`src/rtl/smooth_ctrl_pkg.sv`:
```
// Shared types and helpers for the smoothing frame controller.
package smooth_ctrl_pkg;

    typedef enum logic [1:0] {
        StIdle,
        StRun,
        StFlush,
        StDone
    } ctrl_state_e;

    // Enabled cycles from the first pixel in to the first valid smoother result.
    function automatic int unsigned calc_latency(input int unsigned frame_width,
                                                 input int unsigned kernel_width,
                                                 input int unsigned kernel_height,
                                                 input int unsigned calc_lat);
        return frame_width * (kernel_height / 2) + kernel_width / 2 + calc_lat;
    endfunction

endpackage

```
`src/rtl/xy_counter.sv`:
```
// Raster-order x/y position counter with wrap and last-position flag.
module xy_counter #(
    parameter int unsigned WIDTH  = 8,
    parameter int unsigned HEIGHT = 4
) (
    input  logic                      clk,
    input  logic                      rst,
    input  logic                      clr,
    input  logic                      inc,
    output logic [$clog2(WIDTH)-1:0]  x,
    output logic [$clog2(HEIGHT)-1:0] y,
    output logic                      last
);

    localparam int unsigned XW = $clog2(WIDTH);
    localparam int unsigned YW = $clog2(HEIGHT);
    localparam logic [XW-1:0] X_MAX = XW'(WIDTH - 1);
    localparam logic [YW-1:0] Y_MAX = YW'(HEIGHT - 1);

    logic [XW-1:0] x_q;
    logic [YW-1:0] y_q;

    always_ff @(posedge clk or posedge rst) begin
        if (rst) begin
            x_q <= '0;
            y_q <= '0;
        end else if (clr) begin
            x_q <= '0;
            y_q <= '0;
        end else if (inc) begin
            if (x_q == X_MAX) begin
                x_q <= '0;
                y_q <= (y_q == Y_MAX) ? '0 : y_q + 1'b1;
            end else begin
                x_q <= x_q + 1'b1;
            end
        end
    end

    assign x    = x_q;
    assign y    = y_q;
    assign last = (x_q == X_MAX) && (y_q == Y_MAX);

endmodule

```
`src/rtl/smooth_frame_ctrl.sv`:
```
// Frame sequencer for an external spatial smoother: feeds pixels, flushes the
// window pipeline, and tracks output validity and coordinates.
module smooth_frame_ctrl
    import smooth_ctrl_pkg::*;
#(
    parameter int unsigned FRAME_WIDTH   = 1024,
    parameter int unsigned FRAME_HEIGHT  = 768,
    parameter int unsigned VALUE_BITS    = 9,
    parameter int unsigned KERNEL_WIDTH  = 3,
    parameter int unsigned KERNEL_HEIGHT = 3,
    parameter int unsigned CALC_LATENCY  = 2
) (
    input  logic                            clk,
    input  logic                            rst,
    input  logic                            start,
    output logic                            busy,
    output logic                            frame_done,
    input  logic                            in_valid,
    input  logic [VALUE_BITS-1:0]           in_data,
    output logic                            in_ready,
    output logic                            win_en,
    output logic [VALUE_BITS-1:0]           win_data,
    output logic                            out_valid,
    input  logic                            out_ready,
    output logic [$clog2(FRAME_WIDTH)-1:0]  out_x,
    output logic [$clog2(FRAME_HEIGHT)-1:0] out_y,
    output logic                            out_border
);

    localparam int unsigned N  = FRAME_WIDTH * FRAME_HEIGHT;
    localparam int unsigned L  = calc_latency(FRAME_WIDTH, KERNEL_WIDTH, KERNEL_HEIGHT,
                                              CALC_LATENCY);
    localparam int unsigned CW = $clog2(N + L + 1);
    localparam int unsigned XW = $clog2(FRAME_WIDTH);
    localparam int unsigned YW = $clog2(FRAME_HEIGHT);

    localparam logic [CW-1:0] EN_FIRST = CW'(L);
    localparam logic [CW-1:0] EN_LAST  = CW'(N + L - 1);
    localparam logic [XW-1:0] X_LO     = XW'(KERNEL_WIDTH / 2);
    localparam logic [XW-1:0] X_HI     = XW'(FRAME_WIDTH - KERNEL_WIDTH / 2);
    localparam logic [YW-1:0] Y_LO     = YW'(KERNEL_HEIGHT / 2);
    localparam logic [YW-1:0] Y_HI     = YW'(FRAME_HEIGHT - KERNEL_HEIGHT / 2);

    ctrl_state_e   state_q, state_d;
    logic [CW-1:0] en_cnt_q;
    logic          out_valid_q;
    logic          stall;
    logic          frame_start;
    logic          in_accept;
    logic          in_last;
    logic [XW-1:0] in_x;
    logic [YW-1:0] in_y;
    logic          out_last;
    logic          unused_sig;

    assign stall       = out_valid_q && !out_ready;
    assign frame_start = (state_q == StIdle) && start;
    assign in_accept   = (state_q == StRun) && in_valid && !stall;

    always_ff @(posedge clk or posedge rst) begin
        if (rst) begin
            state_q <= StIdle;
        end else begin
            state_q <= state_d;
        end
    end

    always_comb begin
        state_d    = state_q;
        busy       = 1'b1;
        frame_done = 1'b0;
        in_ready   = 1'b0;
        win_en     = 1'b0;
        win_data   = '0;
        unique case (state_q)
            StIdle: begin
                busy = 1'b0;
                if (start) state_d = StRun;
            end
            StRun: begin
                in_ready = !stall;
                win_en   = in_accept;
                win_data = in_data;
                if (in_accept && in_last) state_d = StFlush;
            end
            StFlush: begin
                // Zero padding pushes the last rows through the window.
                win_en = !stall;
                if (!stall && (en_cnt_q == EN_LAST)) state_d = StDone;
            end
            StDone: begin
                frame_done = 1'b1;
                state_d    = StIdle;
            end
            default: state_d = StIdle;
        endcase
    end

    always_ff @(posedge clk or posedge rst) begin
        if (rst) begin
            en_cnt_q <= '0;
        end else if (frame_start) begin
            en_cnt_q <= '0;
        end else if (win_en) begin
            en_cnt_q <= en_cnt_q + 1'b1;
        end
    end

    // The smoother's result register is live once the window has filled.
    always_ff @(posedge clk or posedge rst) begin
        if (rst) begin
            out_valid_q <= 1'b0;
        end else if (win_en) begin
            out_valid_q <= (en_cnt_q >= EN_FIRST);
        end else if (out_ready) begin
            out_valid_q <= 1'b0;
        end
    end

    assign out_valid = out_valid_q;

    xy_counter #(
        .WIDTH  (FRAME_WIDTH),
        .HEIGHT (FRAME_HEIGHT)
    ) u_in_cnt (
        .clk  (clk),
        .rst  (rst),
        .clr  (frame_start),
        .inc  (in_accept),
        .x    (in_x),
        .y    (in_y),
        .last (in_last)
    );

    xy_counter #(
        .WIDTH  (FRAME_WIDTH),
        .HEIGHT (FRAME_HEIGHT)
    ) u_out_cnt (
        .clk  (clk),
        .rst  (rst),
        .clr  (frame_start),
        .inc  (out_valid_q && out_ready),
        .x    (out_x),
        .y    (out_y),
        .last (out_last)
    );

    assign out_border = (out_x < X_LO) || (out_x >= X_HI) || (out_y < Y_LO) || (out_y >= Y_HI);

    assign unused_sig = ^{in_x, in_y, out_last};

endmodule

```
`config.mk`:
```
export PLATFORM = sky130hd
export DESIGN_NAME = smooth_frame_ctrl
export DESIGN_NICKNAME = d
export VERILOG_FILES = /design/src/rtl/smooth_ctrl_pkg.sv /design/src/rtl/xy_counter.sv /design/src/rtl/smooth_frame_ctrl.sv
export SDC_FILE = /design/constraint.sdc
export NUM_CORES = 1
export LEC_CHECK = 0
export BUFFER_PORTS_ARGS = -buffer_cell sky130_fd_sc_hd__buf_2
export CORE_UTILIZATION = 52
export DETAILED_ROUTE_END_ITERATION = 6
export PLACE_DENSITY = 0.73
export SLEW_MARGIN = 20
export SYNTH_ARGS = -nofsm -noshare
export SYNTH_HDL_FRONTEND = slang
export SYNTH_HIERARCHICAL = 1
export SYNTH_SLANG_ARGS = --single-unit
```
`constraint.sdc`:
```
create_clock -name clk -period 2.7 [get_ports clk]
set_clock_uncertainty 0.1 [all_clocks]
set_input_delay 0.27 -clock clk [delete_from_list [all_inputs] [get_ports clk]]
set_output_delay 0.27 -clock clk [all_outputs]
set_load 0.02 [all_outputs]
```
# --- Word-level counts from Yosys, hierarchy flattened ---
# Cells that the tools add are included.
# Widths: inputs -> output; s select.
word_totals:
  reg_bits: 63
  latch_bits: 0
  ramBits: 0
  romBits: 0
  wordCells: 78
  memories: 0
op_classes:
  add_sub_neg: 5
  mul: 0
  div_mod_pow: 0
  order_cmp: 5
  eq_ne: 11
  shifts: 0
  muxes: 27
  n_bitwise: 0
  reduce_logical: 23
ops:
  columns: ["operator", "count"]
  rows:
  - ["$mux 10", 14]
  - ["$add 10x1->10 const B", 4]
  - ["$eq 10x10->1 const B", 4]
  - ["$mux 20", 2]
  - ["$add 20x1->20 const B", 1]
  - ["$eq 20x20->1 const B", 1]
  - ["$ge 10x10->1 const B", 2]
  - ["$ge 20x11->1 const B", 1]
  - ["$lt 10x1->1 const B", 2]
  - ["$reduce_bool 2->1", 6]
  - ["$mux 9", 1]
  - ["$logic_and 1x1->1", 8]
  - ["$pmux 2 s4", 1]
  - ["$mux 2", 3]
  - ["$mux 1", 5]
  - ["$eq 2x2->1 const B", 2]
  - ["$ne 2x2->1 const B", 2]
  - ["$reduce_and 2->1", 2]
  - ["$logic_or 1x1->1", 3]
  - ["$reduce_and 3->1", 1]
  - ["$eq 2x1->1 const B", 1]
  - ["$logic_not 1->1", 2]
  - ["$logic_not 2->1", 1]
  - ["$ne 2x1->1 const B", 1]
  - ["$pmux 1 s2", 1]

# --- Longest topological paths before layout ---
logic_depth:
  word_depth: 7
  mapped_depth: 9

# --- Hierarchy ---
# The synthesis kept the hierarchy.
by_module_without_submodules:
  columns: ["module", "instances", "cells_per_inst", "area_each_um2", "seq_area_each_um2"]
  rows:
  - ["xy_counter", 2, 113, 1087.3, 500.5]
  - ["smooth_frame_ctrl", 1, 183, 1545.2, 575.6]

# --- Least setup slack after synthesis ---
# No wires, ideal clock.
synth_timing:
  path_kind: "register to register"
  start: "register state_q[0]"
  end: "register u_in_cnt.x_q[9], in the netlist u_in_cnt/x[9]"
  setup_ps: 78
  t_arrival_ps: 2131
  t_required_ps: 2522
  path_slack_ps: 391
  stages_incl_launch_ff: 9
  path_buffers: 1
  synth_period_minus_slack_ps: 2309
  cell_sequence: "dfrtp_1 inv_1 ha_1 nand2_1 inv_1 clkbuf_1 o2111ai_1 or3_1 a21oi_1"
synth_between:
  elab_cells_between_ends: 7
synth_rtl:
  columns: ["item", "line_no", "text"]
  rows:
  - ["from (decl)", "smooth_frame_ctrl.sv:44", "ctrl_state_e state_q, state_d;"]
  - ["from (signal assigned)", "smooth_frame_ctrl.sv:62", "state_q <= StIdle;"]
  - ["from (signal assigned)", "smooth_frame_ctrl.sv:64", "state_q <= state_d;"]
  - ["$logic_not 2->1 (*)", "smooth_frame_ctrl.sv:57", "assign frame_start = (state_q == StIdle) && start;"]
  - ["$logic_and 1x1->1 (*)", "smooth_frame_ctrl.sv:57", null]
  - ["via frame_start", "smooth_frame_ctrl.sv:48", "logic frame_start;"]
  - ["$mux 10 or $reduce_bool 2->1 (tied branches)", null, null]
  - ["to (signal assigned)", "xy_counter.sv:35", "x_q <= x_q + 1'b1;"]
  - ["to (decl)", "xy_counter.sv:20", "logic [XW-1:0] x_q;"]
# The timed path passes the listed nets; every way through them passes the cells marked *.
# A chain may end at the register's enable or synchronous reset.

# --- Worst setup path in the final report ---
layout_timing:
  start: "register u_in_cnt.x_q[3], in the netlist u_in_cnt/x[3]"
  end: "register state_q[1]"
layout_between:
  elab_chain_cells: 5
layout_lines:
  columns: ["item", "line_no", "text"]
  rows:
  - ["$eq 10x10->1", "xy_counter.sv:42", "assign last = (x_q == X_MAX) && (y_q == Y_MAX);"]
  - ["$logic_and 1x1->1", "xy_counter.sv:42", null]
  - ["via in_last", "smooth_frame_ctrl.sv:50", "logic in_last;"]
  - ["$logic_and 1x1->1", "smooth_frame_ctrl.sv:84", "if (in_accept && in_last) state_d = StFlush;"]
  - ["$ne 2x1->1 (no source line)", null, null]
  - ["$reduce_and 3->1 (no source line)", null, null]
# The timed path passes the listed nets, and every way through them passes these cells.

==> impl_metrics.toml <==
[clock_network]
cts_inserted_buffers = 9
post_cts_resized = 0
clock-sinks = 63
h-tree-depth = 3
cts_tree = "yes"
path_clk_slew_ps = 70
clk-insertion-delay-late_ps = 340
root_buffer = "clkbuf_8"
cts.path.max_buffers = 2

[route]
firstDrtPassIters = 4
vias_per_cell = 5.986
wire_per_inst_um = 14.65
ant_nets = 0
drc = 0
drtIter0Drc = 163
wl_um = 8231
via_count = 3364

[critical_path]
crit_buf_inv = 0
r2r_end = "state_q[1]$_DFFE_PP0P_"
required_ps = 2850
cp-start-kind = "flop"
slowest_stage = "dfrtp_1"
crit_start = "u_in_cnt/x[3]$_DFFE_PP0P_"
path_max_fanout = 7
rr_worst_depth = 7
path_cells = "and4_1 > nand4_1 > nor4b_1 > nand2_1 > o21ai_0 > o2111ai_1 > mux2i_1"
critPathKind = "reg2reg"
crit_path_max_incr_delay_ps = 440
critical-path-top-delay-family = "simple AND/OR/NAND/NOR gates"
worst_ep_arrival_time_ps = 2520
rrSetupSlack_ps = 330
r2r_start = "u_in_cnt/x[3]$_DFFE_PP0P_"
end_kind = "flop"

[hold_path]
min_path_type = "in2reg"
min_from = "start"
min_path_cells = 3
min_to = "en_cnt_q[15]$_DFFE_PP0P_"

[global_routing]
grt_use_met1_pct = 31.62
met3_usage_pct = 6.667
grt-ovfl-total = 0
grt_pass1_wl_um = 14100
met2_usage_pct = 38.24
antenna_found_initial = 0
track_usage_pct = 24.02
grt_max_degree = 25
top_usage_layer = "met2"
grt_pass1_vias = 3076

[timing]
drv_slew = 0
whs_ps = 150.4
relSlewSlack_pct = 41.00
fin_crit_ps = 2369
rsz0062_at_grt = "no"
fin_setup_tns_ps = 0
fmax_mhz = 422.1
setup_violations = 0
worstMarginPinSlew_ps = 884.0
hold_viol = 0
worst_slack_ps = 330.9
fin_crit_sh_pct = 87.75

[placed_design]
dpl_worst_slack_ps = 352.6
port_buffers = 48
dp_hpwl_um = 5730
placed_cell_area_um2 = 4045
routabilityCongestion = 0.7918

[die]
fp.dieW_um = 86.48
coreArea_um2 = 6832
die_area_um2 = 7479
ios = 49
floorplan.initialDensity_pct = 54.32
row_count = 30
die_y_um = 86.48

[yosys]
yosysWarnings = 6
syn_nets = 433
syn_inst = 408
syn_area_um2 = 3711
synth.avg_cell_area_um2 = 9.096

[finish]
stdcell_area_um2 = 4292
nets = 487
antenna_cells = 0
drive_above_1_share_pct = 17.38
syn_to_final_growth_pct = 15.64
fin_util_pct = 62.82

[power]
p_leak_nw = 1.935
p_per_area_nw_per_um2 = 722.6
vdd_drop_max_mv = 0.3661

[status]
status = "finished clean"

[flow_run]
drv_cap = 0
layer usage:
layer  up-vias  wire length (um)
met5         -                 0
met4         0                76
met3         8               424
met2        99              3835
met1      1617              3895
li1       1640                 -
worst min-delay path: cells and delay by family:
family                 cells  cell delay (ps)
AO/OA/AOI/OAI              1              110
buffers and inverters      1              100
AND/OR/NAND/NOR            1               80
through the flow:
step           std cells  power [mW]
2_1_floorplan        408       1.871
3_3_place_gp         546       2.126
3_5_place_dp         546       2.161
4_1_cts              562       3.123
5_1_grt              562       3.287
6_report             562       3.101
layout make-up:
| class | instances | area [um^2] |
|---|---|---|
| repair buffers | 54 | 287.8 |
| clock buffers | 12 | 165.2 |
| flip-flops and latches | 63 | 1577 |
| multi-input cells | 322 | 2032 |
| clock inverters | 3 | 65.06 |
| well taps | 96 | 120.1 |
| inverters | 12 | 45.04 |
| fillers | 614 | 2540 |
flip-flops by register name, summed over array words and instances (netlist names):
name / count
en_cnt_q: 20
state_q: 2
u_in_cnt/y: 10
out_valid: 1
u_out_cnt/y: 10
u_in_cnt/x: 10
u_out_cnt/x: 10
cells in the final DEF (no fill, tap or decap), drive strengths merged, types with 2 or more instances in the layout:
| cell type | instances |
|---|---|
| a21o | 3 |
| a21oi | 30 |
| a22o | 8 |
| a31o | 2 |
| a31oi | 4 |
| a41o | 2 |
| a41oi | 2 |
| and2 | 13 |
| and3 | 13 |
| and4 | 5 |
| buf | 53 |
| bufinv | 2 |
| clkbuf | 12 |
| dfrtp | 63 |
| ha | 11 |
| inv | 12 |
| mux2i | 2 |
| nand2 | 29 |
| nand2b | 7 |
| nand3 | 26 |
| nand3b | 2 |
| nand4 | 20 |
| nor2 | 28 |
| nor2b | 5 |
| nor3 | 3 |
| nor4 | 5 |
| o2111ai | 3 |
| o21ai | 32 |
| o31a | 2 |
| o31ai | 9 |
| or3 | 19 |
| or4 | 17 |
| xnor2 | 2 |
| xor2 | 13 |
report_power, final:
group	total (mW)	leakage (nW)	internal (mW)	switching, mW
logic	0.992	0.962	0.359	0.633
clock network	0.944	0.118	0.589	0.355
registers	1.17	0.854	1.05	0.115
worst max path at each step:
| stage | end | slack [ps] | depth (start not counted) |
|---|---|---|---|
| after floorplan | u_in_cnt/x[9]$_DFFE_PP0P_ | 390 | 8 |
| after detailed placement | en_cnt_q[16]$_DFFE_PP0P_ | 350 | 6 |
| after global routing | state_q[1]$_DFFE_PP0P_ | 170 | 7 |
| after global placement | en_cnt_q[14]$_DFFE_PP0P_ | 440 | 6 |
| after CTS | en_cnt_q[15]$_DFFE_PP0P_ | 330 | 6 |
| final | state_q[1]$_DFFE_PP0P_ | 330 | 7 |
repair_timing:
item | 4_1_cts | 5_1_grt
endpoints found under the hold margin | 13 | 0
setup buffers | 0 | 0
hold buffers | 1 | 0
(Power assumes the default switching activity.)
